## src/rtl/asm_updown_counter.sv

```systemverilog
// Parametrised modulo up/down counter with preset, range-checked load,
// wrap/saturate modes and a RUN/HALT sequencer.
module asm_updown_counter #(
  parameter int WIDTH      = 4,
  parameter int MODULUS    = 16,
  parameter int PRESET_VAL = MODULUS - 1,
  parameter bit SATURATE   = 1'b0
) (
  input  logic             clk,
  input  logic             clear,
  input  logic             pre,
  input  logic             en,
  input  logic [WIDTH-1:0] data_in,
  input  logic             cnt_en,
  input  logic             up_dn,
  output logic [WIDTH-1:0] data_out,
  output logic             tc,
  output logic             roll,
  output logic             halted,
  output logic             load_err
);

  typedef enum logic {RUN, HALT} state_t;

  // MODULUS may equal 2**WIDTH, so the range check needs one extra bit.
  localparam logic [WIDTH-1:0] MAX_VAL = WIDTH'(MODULUS - 1);
  localparam logic [WIDTH-1:0] PRESET  = WIDTH'(PRESET_VAL);
  localparam logic [WIDTH:0]   MOD_EXT = (WIDTH + 1)'(MODULUS);

  state_t state;
  logic   in_range;
  logic   at_top;
  logic   at_bottom;

  assign in_range  = {1'b0, data_in} < MOD_EXT;
  assign at_top    = (data_out == MAX_VAL);
  assign at_bottom = (data_out == '0);
  assign tc        = (up_dn && at_top) || (!up_dn && at_bottom);
  assign halted    = (state == HALT);

  always_ff @(posedge clk or negedge clear) begin
    if (!clear) begin
      data_out <= '0;
      roll     <= 1'b0;
      load_err <= 1'b0;
      state    <= RUN;
    end else begin
      roll     <= 1'b0;
      load_err <= 1'b0;
      if (pre) begin
        data_out <= PRESET;
        state    <= RUN;
      end else if (en) begin
        state <= RUN;
        if (in_range) begin
          data_out <= data_in;
        end else begin
          data_out <= MAX_VAL;
          load_err <= 1'b1;
        end
      end else if (cnt_en && state == RUN) begin
        // Range ends either wrap or park the counter in HALT until reloaded.
        if (up_dn) begin
          if (!at_top) begin
            data_out <= data_out + 1'b1;
          end else begin
            roll <= 1'b1;
            if (SATURATE) state <= HALT;
            else          data_out <= '0;
          end
        end else begin
          if (!at_bottom) begin
            data_out <= data_out - 1'b1;
          end else begin
            roll <= 1'b1;
            if (SATURATE) state <= HALT;
            else          data_out <= MAX_VAL;
          end
        end
      end
    end
  end

endmodule

```

## config.mk

```make
export PLATFORM = sky130hd
export DESIGN_NAME = asm_updown_counter
export DESIGN_NICKNAME = d
export VERILOG_FILES = /design/src/rtl/asm_updown_counter.sv
export SDC_FILE = /design/constraint.sdc
export NUM_CORES = 1
export LEC_CHECK = 0
export BUFFER_PORTS_ARGS = -buffer_cell sky130_fd_sc_hd__buf_2
export CAP_MARGIN = 5
export CORE_AREA = 2 2 39 41
export DETAILED_ROUTE_END_ITERATION = 16
export DIE_AREA = 0 0 41 43
export PLACE_DENSITY = 0.54
export SYNTH_ARGS = -nofsm -noshare
export SYNTH_HDL_FRONTEND = slang
export SYNTH_SLANG_ARGS = --single-unit
```

## constraint.sdc

```tcl
create_clock -name clk -period 3.7 [get_ports clk]
set_clock_uncertainty 0.05 [all_clocks]
set_input_delay 0.185 -clock clk [delete_from_list [all_inputs] [get_ports clk]]
set_output_delay 0.185 -clock clk [all_outputs]
set_load 0.05 [all_outputs]
```

==> metrics.md <==
| Metric | Value |
|---|---|
| Status | completed |
| Global-route wire length before repair | 1460 um |
| Most frequent cells in the layout | buf_2, dfrtp_1, inv_1, nor2_1 |
| Routed length on met1 | 423 um |
| Initial core utilization | 0.292 |
| Die H | 43 um |
| Setup Buffers After CTS | 0 |
| Gr usage total | 0.126 |
| Clk Latency, worst-skew pair | 240 ps |
| Mapped cell area | 404 sq um |
| Synth area leader | dfrtp_1 |
| Initial antenna violation count | 0 |
| Die width | 41 um |
| Slowest CP cell | dfrtp_1 |
| Arr. time, crit path | 1770 ps |
| Hold Crit Class | in2reg |
| IO Port Bufs | 15 |
| Nets | 77 |
| Data required, critical path | 3460 ps |
| H-tree Lvls | 1 |
| Most common cell after layout, fill and taps aside | buf_2 |
| Detailed Place HPWL | 690 um |
| Leakage power | 0.257 nW |
| Final ANT Viol Nets | 0 |
| Design area | 520 sq um |
| CTS tree | done |
| Warnings, synthesis | 0 |
| Bufs on Longest Clock Path | 2 |
| Largest net degree at the start of global routing | 10 |
| Final setup vio count | 0 |
| CP Max Fanout | 8 |
| Crit-path cells | inv_1 > ha_1 > or3b_4 > o21ai_2 > buf_2 |
| Area growth syn-to-layout | 28.8% |
| Die area | 1760 sq um |
| Highest metal used | met3 |
| Synth cell types | 28 |
| Max cap viols | 0 |
| Post-Route WL | 882 um |
| Fin crit period | 2000 ps |
| Pwr dens | 374 nW/um^2 |
| Wire per inst | 11.0 um |
| Initial detailed-routing violation count | 6 |
| DRC violations left | 0 |
| FF+latch count, synth | 5 |
| DR vias | 384 |
| Fin crit share | 0.542 |
| CTS buffer count | 3 |
| Avg Synthesized Cell Area | 8.79 sq um |
| Top achievable clock speed | 0.499 GHz |
| Met3 wire length | 57 um |
| Max Transition Viols Final | 0 |
| Mapped Cells | 46 |
| Share of layout cells above drive strength 1 | 0.359 |
| Yosys top cell area share | 0.310 |
| Cell row count | 14 |
| Vias in the first global route | 341 |
| Setup TNS | 0 ps |
| Final Hold Fails | 0 |
| CP max stage delay | 450 ps |
| ANT cells | 0 |
| Worst path top cell family by delay | flip-flops |
| Seq/Total Area, Yosys | 0.310 |
| CP Class | reg2out |
| CP Buf/Inv Count | 2 |
| CTS root buffer | clkbuf_4 |
| Top-level port count | 18 |
| Startpoint types | register |
| DR pass1 iterations | 4 |
| Clock slew at reported path FFs | 40 ps |
| RSZ-0062 raised after global routing | no |
| Top area cells in the synthesized netlist | dfrtp_1, ha_1, mux2i_1 |
| Worst setup EP type | primary output |
| Dpl cell area | 484 sq um |
| Total gr overflow | 0 |
| Maximum vdd drop | 0.228 mV |
| Met2 WL | 400 um |
| Core area | 1380 sq um |
| Clock sink count | 5 |
| Filler instances | 153 |
| Vias/cell | 4.80 |
| GPL Wtd Cong | 0.662 |
==> worst register-to-register path: cells and delay by family (launching register included) <==
family	cells	cell delay [ps]
AO/OA/AOI/OAI	2	340
flip-flops	1	460
AND/OR/NAND/NOR	1	380
adder cells (fa/ha/maj)	1	220
buffers and inverters	1	90
==> logic make-up after synthesis <==
| logic type | synth area share |
|---|---|
| flip-flops | 0.310 |
| AO/OA/AOI/OAI | 0.254 |
| buffers and inverters | 0.0836 |
| multiplexers | 0.0495 |
| AND/OR/NAND/NOR | 0.189 |
| other | 0.00928 |
| adder cells (fa/ha/maj) | 0.0619 |
| XOR/XNOR | 0.0434 |
==> routing by layer <==
| metal | GRT usage | up-vias |
|---|---|---|
| met5 | 0 | - |
| met4 | 0.0400 | 0 |
| met3 | 0.0628 | 0 |
| met2 | 0.163 | 16 |
| met1 | 0.178 | 171 |
| li1 | - | 197 |
==> Yosys cell counts, drive strengths merged <==
cell	n
clkbuf	1
nand3	1
a211o	1
nand2	1
or3	1
and3	2
nand2b	1
inv	4
conb	1
o21ai	4
xnor2	2
a211oi	1
ha	2
o41ai	1
o22ai	1
or3b	1
a31oi	1
nor3b	2
dfrtp	5
nor2	4
a21oi	4
mux2i	2
buf	2
o311a	1
==> report_power, final <==
group | total, W | switching (W) | internal [W]
registers | 0.0000659 | 0.00000719 | 0.0000587
logic | 0.0000659 | 0.0000429 | 0.0000230
clock network | 0.0000627 | 0.0000220 | 0.0000407
total | 0.000194 | 0.0000721 | 0.000122
==> stage by stage <==
stage / utilization / hold WS [ps] / instances / worst slack (ps) / total power [W]
final: 0.376 / 114 / 80 / 1700 / 0.000194
after global routing: 0.376 / 111 / 80 / 1590 / 0.000208
after floorplan: - / -161 / 47 / 1570 / 0.000115
after detailed placement: 0.350 / -45.6 / 75 / 1940 / 0.000132
after global placement: 0.350 / -45.8 / 75 / 1970 / 0.000132
after CTS: 0.376 / 110 / 80 / 1680 / 0.000198
==> path summary, 6_finish.rpt <==
check                             from           to  slack (ps)  cells after the start
hold reg to reg            data_out[1]  data_out[1]         690                      3
setup reg to reg           data_out[0]  data_out[3]        2040                      5
min in group asynchronous        clear         roll         230                      2
max in group asynchronous        clear  data_out[2]        3240                      2
setup / recovery           data_out[0]           tc        1700                      5
hold / removal              data_in[3]  data_out[3]         110                      3
==> sequential cells by signal (all words and copies together), names as in the netlist <==
register and cells:
data_out 4, roll 1
==> layout make-up <==
type / count / area [sq um] / share of cell area
multi-input combinational: 35 / 249 / 0.478
sequential: 5 / 125 / 0.240
timing repair buffer: 16 / 85.1 / 0.163
clock buffer: 4 / 26.3 / 0.0505
tap: 16 / 20.0 / 0.0385
inverter: 4 / 15.0 / 0.0288
==> what timing repair did <==
action / CTS / global route
resized for setup: 0 / 0
hold buffers: 1 / 0
hold endpoints to repair: 5 / 0
Power figures use the tool's default switching activity.
